File: config.mk
export PLATFORM = sky130hd
export DESIGN_NAME = i2d_pipe_ctrl
export DESIGN_NICKNAME = d
export VERILOG_FILES = /design/src/rtl/i2d_pipe_ctrl_pkg.sv /design/src/rtl/i2d_hazard_det.sv /design/src/rtl/i2d_pipe_ctrl.sv
export SDC_FILE = /design/constraint.sdc
export NUM_CORES = 1
export LEC_CHECK = 0
export ABC_CLOCK_PERIOD_IN_PS = 3280
export CAP_MARGIN = 20
export CORE_UTILIZATION = 39
export DETAILED_ROUTE_END_ITERATION = 12
export GPL_TIMING_DRIVEN = 0
export PLACE_DENSITY = 0.8
export SLEW_MARGIN = 0
export SYNTH_ARGS = -nofsm -noshare
export SYNTH_HDL_FRONTEND = slang
export SYNTH_SLANG_ARGS = --single-unit
File: constraint.sdc
create_clock -name clk -period 3.28 [get_ports clk]
set_input_delay 0.656 -clock clk [delete_from_list [all_inputs] [get_ports clk]]
set_output_delay 0.656 -clock clk [all_outputs]
set_load 0.05 [all_outputs]
File: src/rtl/i2d_pipe_ctrl_pkg.sv
// i2d_pipe_ctrl_pkg
//   Shared encodings for the i2d pipeline controller: decoded ALU op codes,
//   exception cause codes and the sequencer state encoding, plus a helper
//   that classifies the multi-cycle (MUL/DIV family) ops.
package i2d_pipe_ctrl_pkg;

    localparam logic [3:0] I2D_ALUOP_ADD  = 4'h0;
    localparam logic [3:0] I2D_ALUOP_SUB  = 4'h1;
    localparam logic [3:0] I2D_ALUOP_AND  = 4'h2;
    localparam logic [3:0] I2D_ALUOP_OR   = 4'h3;
    localparam logic [3:0] I2D_ALUOP_XOR  = 4'h4;
    localparam logic [3:0] I2D_ALUOP_SHL  = 4'h5;
    localparam logic [3:0] I2D_ALUOP_SHR  = 4'h6;
    localparam logic [3:0] I2D_ALUOP_SAR  = 4'h7;
    localparam logic [3:0] I2D_ALUOP_MUL  = 4'h8;
    localparam logic [3:0] I2D_ALUOP_MULU = 4'h9;
    localparam logic [3:0] I2D_ALUOP_DIV  = 4'hA;
    localparam logic [3:0] I2D_ALUOP_DIVU = 4'hB;
    localparam logic [3:0] I2D_ALUOP_MOV  = 4'hC;
    localparam logic [3:0] I2D_ALUOP_CMP  = 4'hD;

    localparam logic [1:0] I2D_EXC_NONE = 2'b00;
    localparam logic [1:0] I2D_EXC_ILL  = 2'b01;
    localparam logic [1:0] I2D_EXC_SWI  = 2'b10;

    typedef enum logic [1:0] {
        I2D_PCTRL_RUN     = 2'd0,
        I2D_PCTRL_MD_WAIT = 2'd1,
        I2D_PCTRL_FLUSH   = 2'd2
    } pctrl_state_t;

    // True for the ops that occupy EX for several cycles.
    function automatic logic is_muldiv(input logic [3:0] op);
        return (op == I2D_ALUOP_MUL)  || (op == I2D_ALUOP_MULU) ||
               (op == I2D_ALUOP_DIV)  || (op == I2D_ALUOP_DIVU);
    endfunction

endpackage

File: src/rtl/i2d_hazard_det.sv
// i2d_hazard_det
//   Combinational load-use comparator: flags when the instruction in ID reads
//   a register that the load currently in EX has not yet written.
//   Ports:
//     rfa_addr/rfa_r  ID read-port A address and read-valid
//     rfb_addr/rfb_r  ID read-port B address and read-valid
//     ex_ld           EX holds a load writing ex_wr_addr
//     ex_wr_addr      EX destination register
//     hazard          load-use conflict this cycle
module i2d_hazard_det (
    input  logic [3:0] rfa_addr,
    input  logic       rfa_r,
    input  logic [3:0] rfb_addr,
    input  logic       rfb_r,
    input  logic       ex_ld,
    input  logic [3:0] ex_wr_addr,
    output logic       hazard
);

    assign hazard = ex_ld & ((rfa_r & (rfa_addr == ex_wr_addr)) |
                             (rfb_r & (rfb_addr == ex_wr_addr)));

endmodule

File: src/rtl/i2d_pipe_ctrl.sv
// i2d_pipe_ctrl
//   Pipeline sequencer for the i2d IF/ID/EX stages. Turns decode and EX status
//   into stall, bubble, PC-redirect and exception-capture controls, and owns
//   MUL/DIV occupancy, branch/exception flush and the load-use interlock.
//   Ports:
//     clk, rst                 clock, asynchronous active-high reset
//     alu_op, id_valid, id_err, swi, id_pc   ID instruction status
//     rfa_addr/rfa_r, rfb_addr/rfb_r         ID register reads
//     ex_ld, ex_wr_addr        EX load and its destination
//     ex_br_taken, ex_target   EX taken branch and its target
//     exc_ack                  RFE retired, clears exc_pending
//     if_stall, id_stall, ex_hold            combinational holds
//     id_dis                   registered bubble into ID->EX
//     pc_load, pc_next         registered one-cycle redirect pulse + address
//     epc, exc_cause, exc_pending            captured exception state
module i2d_pipe_ctrl
    import i2d_pipe_ctrl_pkg::*;
#(
    parameter int          MD_CYCLES = 4,
    parameter logic [31:0] VEC_ILL   = 32'h0000_0004,
    parameter logic [31:0] VEC_SWI   = 32'h0000_0008
) (
    input  logic        clk,
    input  logic        rst,
    input  logic [3:0]  alu_op,
    input  logic        id_valid,
    input  logic        id_err,
    input  logic        swi,
    input  logic [31:0] id_pc,
    input  logic [3:0]  rfa_addr,
    input  logic [3:0]  rfb_addr,
    input  logic        rfa_r,
    input  logic        rfb_r,
    input  logic        ex_ld,
    input  logic [3:0]  ex_wr_addr,
    input  logic        ex_br_taken,
    input  logic [31:0] ex_target,
    input  logic        exc_ack,
    output logic        if_stall,
    output logic        id_stall,
    output logic        ex_hold,
    output logic        id_dis,
    output logic        pc_load,
    output logic [31:0] pc_next,
    output logic [31:0] epc,
    output logic [1:0]  exc_cause,
    output logic        exc_pending
);

    pctrl_state_t state;
    logic [3:0]   md_cnt;
    logic         hazard;

    i2d_hazard_det u_hazard_det (
        .rfa_addr   (rfa_addr),
        .rfa_r      (rfa_r),
        .rfb_addr   (rfb_addr),
        .rfb_r      (rfb_r),
        .ex_ld      (ex_ld),
        .ex_wr_addr (ex_wr_addr),
        .hazard     (hazard)
    );

    // Events are only recognised in RUN, in strict priority order. A taken
    // branch makes the ID instruction wrong-path, so it masks everything below.
    logic run, br_ev, ill_ev, swi_ev, md_ev, haz_ev, id_busy;

    assign run     = (state == I2D_PCTRL_RUN);
    assign id_busy = id_valid & (id_err | swi | is_muldiv(alu_op));
    assign br_ev   = run & ex_br_taken;
    assign ill_ev  = run & ~ex_br_taken & id_valid & id_err;
    assign swi_ev  = run & ~ex_br_taken & id_valid & ~id_err & swi;
    assign md_ev   = run & ~ex_br_taken & id_valid & ~id_err & ~swi & is_muldiv(alu_op);
    assign haz_ev  = run & ~ex_br_taken & ~id_busy & hazard;

    assign ex_hold  = (state == I2D_PCTRL_MD_WAIT);
    assign if_stall = ex_hold | haz_ev;
    assign id_stall = ex_hold | haz_ev;

    always_ff @(posedge clk or posedge rst) begin
        if (rst) begin
            state       <= I2D_PCTRL_RUN;
            md_cnt      <= 4'd0;
            id_dis      <= 1'b0;
            pc_load     <= 1'b0;
            pc_next     <= 32'd0;
            epc         <= 32'd0;
            exc_cause   <= I2D_EXC_NONE;
            exc_pending <= 1'b0;
        end else begin
            pc_load <= 1'b0;
            id_dis  <= 1'b0;
            // A new exception below overrides this clear in the same cycle.
            if (exc_ack)
                exc_pending <= 1'b0;

            case (state)
                I2D_PCTRL_RUN: begin
                    if (br_ev) begin
                        pc_load <= 1'b1;
                        pc_next <= ex_target;
                        id_dis  <= 1'b1;
                        state   <= I2D_PCTRL_FLUSH;
                    end else if (ill_ev || swi_ev) begin
                        epc         <= id_pc;
                        exc_cause   <= ill_ev ? I2D_EXC_ILL : I2D_EXC_SWI;
                        exc_pending <= 1'b1;
                        pc_load     <= 1'b1;
                        pc_next     <= ill_ev ? VEC_ILL : VEC_SWI;
                        id_dis      <= 1'b1;
                        state       <= I2D_PCTRL_FLUSH;
                    end else if (md_ev) begin
                        // The op itself issues now; holds cover the remaining cycles.
                        md_cnt <= 4'(MD_CYCLES - 1);
                        state  <= I2D_PCTRL_MD_WAIT;
                    end else if (haz_ev) begin
                        id_dis <= 1'b1;
                    end
                end
                // Second bubble after a redirect; whatever EX reports is itself a bubble.
                I2D_PCTRL_FLUSH: begin
                    id_dis <= 1'b1;
                    state  <= I2D_PCTRL_RUN;
                end
                I2D_PCTRL_MD_WAIT: begin
                    md_cnt <= md_cnt - 4'd1;
                    if (md_cnt == 4'd1)
                        state <= I2D_PCTRL_RUN;
                end
                default: state <= I2D_PCTRL_RUN;
            endcase
        end
    end

endmodule

==> impl_results.md <==
- Status: complete, no violations
- Fin. max-slew vios: 0
- Pre-CTS WS: -0.4680 ns
- Final worst slack: 0.1378 ns
- Cell Area, Synth: 3095 um^2
- Switching Power: 1430 uW
- Switch share: 0.3983
- R2R setup slack: 1.50 ns
- WP depth: 7
- Area delta synth->final: 64.31%
- Clock Skews: 0.009260 ns
- Synth Flop Type: dfrtp_1
- Ys async rst share: 1.000
- Synth top cells by count: nand2_1 (167), dfrtp_1 (75), nand3_1 (30)
- Vias per cell: 4.727
- Critical Path Max Stage Delay: 0.49 ns
- CTS Root Cell: clkbuf_8
- R2R Path Start: state[1]
- # DRC: 0
- Top layer in use: met4
- DP Wirelength: 6.385 mm
- Worst setup EP type: primary output
- RSZ-0062 raised after global routing: no
- Count leader, synth: nand2_1
- Crit path time final: 3.142 ns
- Number of flops mapped to enable cells by yosys: 0
- Initial antenna violation count: 0
- Clk slew on worst S/H paths: 0.08 ns
- Clock buffer depth: 2
- Hold-critical path depth: 2
- Crit path kind: in -> out
- Placer Congestion: 0.7750
- Synth area leaders: dfrtp_1 (61%), nand2_1 (20%), nand3_1 (4.9%)
- Clk sink count: 75
- Combinational share of power: 0.410
- Critical path fanouts, max: 2
- Worst path bufs/invs: 4
- Routed via count: 2940
- Routed WL per cell: 13.66 um
- Pwr per Cell Area: 706.1 nW/um^2
- #FFs+latches synth: 75
- FILL cells: 668
- Hold Startpoint: epc[0]
- Clock latency on the worst-skew pair: 0.33 ns
- Reg2Reg Depth: 6
- Nets: 607
- Initial core utilization: 0.4027
- Reg power frac: 0.349
- Final Hold Viols: 0
- Fmax: 0.3183 GHz
- Internal power: 2161 uW
- Peak VDD IR: 0.4566 mV
- Share of cells above drive strength 1: 0.06731
- Finished Cell Area: 5086 um^2
- Cell variety after synth: 33
- Die Ht: 91.09 um
- Clock H-tree levels: 3
- Cells after synthesis: 344
- WL met2: 4.173 mm
- Met3 WL: 584 um
- Port-buffer cells: 159
- Critical path's most frequent cell: buf_4
- CP Launch Type: input pin
- Post-synth top area cell: dfrtp_1
- First-pass GRT wire length: 14.23 mm
- DP Area: 4845 um^2
- WHS Endpoint: epc[0]
- Net count after synthesis: 436
- Tcrit/Tclk final: 0.9580
- Reg2Reg Capture Point: epc[27]
- Post-route ant nets: 0
- Gr ovfl total: 0
- Row cnt: 32
- Max-slew headroom: 0.6468
- Die Area: 8297 um^2
- DR iter-0 viols: 128
- Lkg Pwr: 0.002455 uW
- Total CTS buffers: 9
- CP top delay family: compound AO/OA/AOI/OAI gates
- Syn. warnings: 0
- Final wirelength: 8.496 mm
- Hold Crit Class: reg -> reg
- Met1 WL: 3.625 mm
- Clock network fraction of design power: 0.242
- Maxcap violations: 0
- CTS tree: yes
- Worst-path cell chain: clkdlybuf4s50_1, inv_1, a222oi_1, a21oi_1, o41ai_2, buf_4, buf_4
- Top-area cell type share of the netlist area: 0.6063
- Antenna diode count: 0
- Floorplan Core Area: 7687 um^2
- Gr usage total: 0.2149
- Sequential element share of the synthesized area: 0.6063
- Vias in the first global route: 3073
- Syn_area_per_cell: 8.998 um^2
- Slew @ Worst Pin: 0.5281 ns
- Largest net degree at the start of global routing: 45
- Final setup violation count: 0
- Worst path required time: 2.62 ns
- Io pins: 162
- CP max stage cell: clkdlybuf4s50_1
- # Post-CTS Setup Buffers: 0
- Arr. time, crit path: 2.49 ns
- Die width: 91.09 um
- Drt first pass iters: 4
## power groups by stage
stage / combinational, uW / sequential [uW] / clock [uW]
CTS: 1480 / 1250 / 886
detailed placement: 1480 / 1270 / 0
global route: 1560 / 1280 / 926
finish: 1470 / 1250 / 869
global placement: 1450 / 1260 / 0
floorplan: 271 / 1900 / 0
## cell usage in the layout (no fill, tap or decap), types with 2 or more instances in the layout
cell             synthesis  layout
clkinv_4                 0       3
dfrtp_1                 75      75
nor4_1                   2       2
clkbuf_1                 9       9
clkdlybuf4s50_1          0     157
nor3_1                   2       2
ha_1                     2       2
clkbuf_8                 0       9
nand2_1                167     167
inv_1                    8       7
a21oi_1                  2       2
buf_4                    2       3
buf_2                    8       9
o22ai_1                  2       2
nor2_1                   7       7
nand3_1                 30      30
o21ai_0                  4       4
bufinv_16                0       3
xnor2_1                  2       2
xor2_1                   5       5
## layout make-up
cell class              count  area [um^2]  area share
plain buffers              19        88.84     0.01747
clock inverters             7        125.1     0.02460
clock buffers               9        123.9     0.02435
multi-input cells         242         1107      0.2177
well taps                 102        127.6     0.02509
repair buffers            160         1604      0.3154
inverters                   8        32.53    0.006396
flip-flops and latches     75         1877      0.3690
## how the worst max path moves through the flow
stage                  start          end  slack, ns
2_1_floorplan  ex_wr_addr[1]     if_stall       0.08
3_3_place_gp             rst  pc_next[17]      -0.47
3_5_place_dp   ex_wr_addr[0]     if_stall      -0.47
4_1_cts        ex_wr_addr[0]     id_stall       0.06
5_1_grt        ex_wr_addr[2]     if_stall       0.05
6_report       ex_wr_addr[0]     if_stall       0.14
## tightest hold or removal path, stage by stage, from the launching register on
cell     delay (ns)
dfrtp_1        0.34
nand2_1        0.05
nand2_1        0.06
## flip-flops by register name, indices dropped and copies added, names as in the netlist
name         cells
state            2
pc_load          1
exc_pending      1
id_dis           1
epc             32
pc_next         32
exc_cause        2
md_cnt           4
## timing repair
action | 4_1_cts | 5_1_grt
gates resized for setup | 8 | 2
setup endpoints to repair | 2 | 1
hold buffers | 0 | 0
## stage by stage
stage          hold slack [ns]  power (uW)  TNS [ns]    util  instances
4_1_cts                 0.4810        3622         0  0.6624        622
6_report                0.4777        3591         0  0.6616        622
5_1_grt                 0.5091        3764         0  0.6616        622
3_3_place_gp            0.4574        2710    -35.80  0.6273        605
2_1_floorplan           0.5106        2170         0       -        344
3_5_place_dp            0.4612        2748   -0.8437  0.6302        606
## layer usage
metal,up-vias,global-route usage
met5,-,0
met1,1383,0.2677
met3,10,0.05946
li1,1428,-
met4,0,0.07407
met2,119,0.3598
## logic make-up after synthesis
family | Yosys count | share of synthesized area
adders and majority gates | 2 | 0.008083
DFF | 75 | 0.6063
and+or+nand+nor | 217 | 0.2927
buffers and inverters | 27 | 0.03840
muxes | 1 | 0.003638
xor gates and xnor gates | 7 | 0.01981
AOI/OAI and AO/OA | 15 | 0.03113
(Power assumes the default switching activity.)
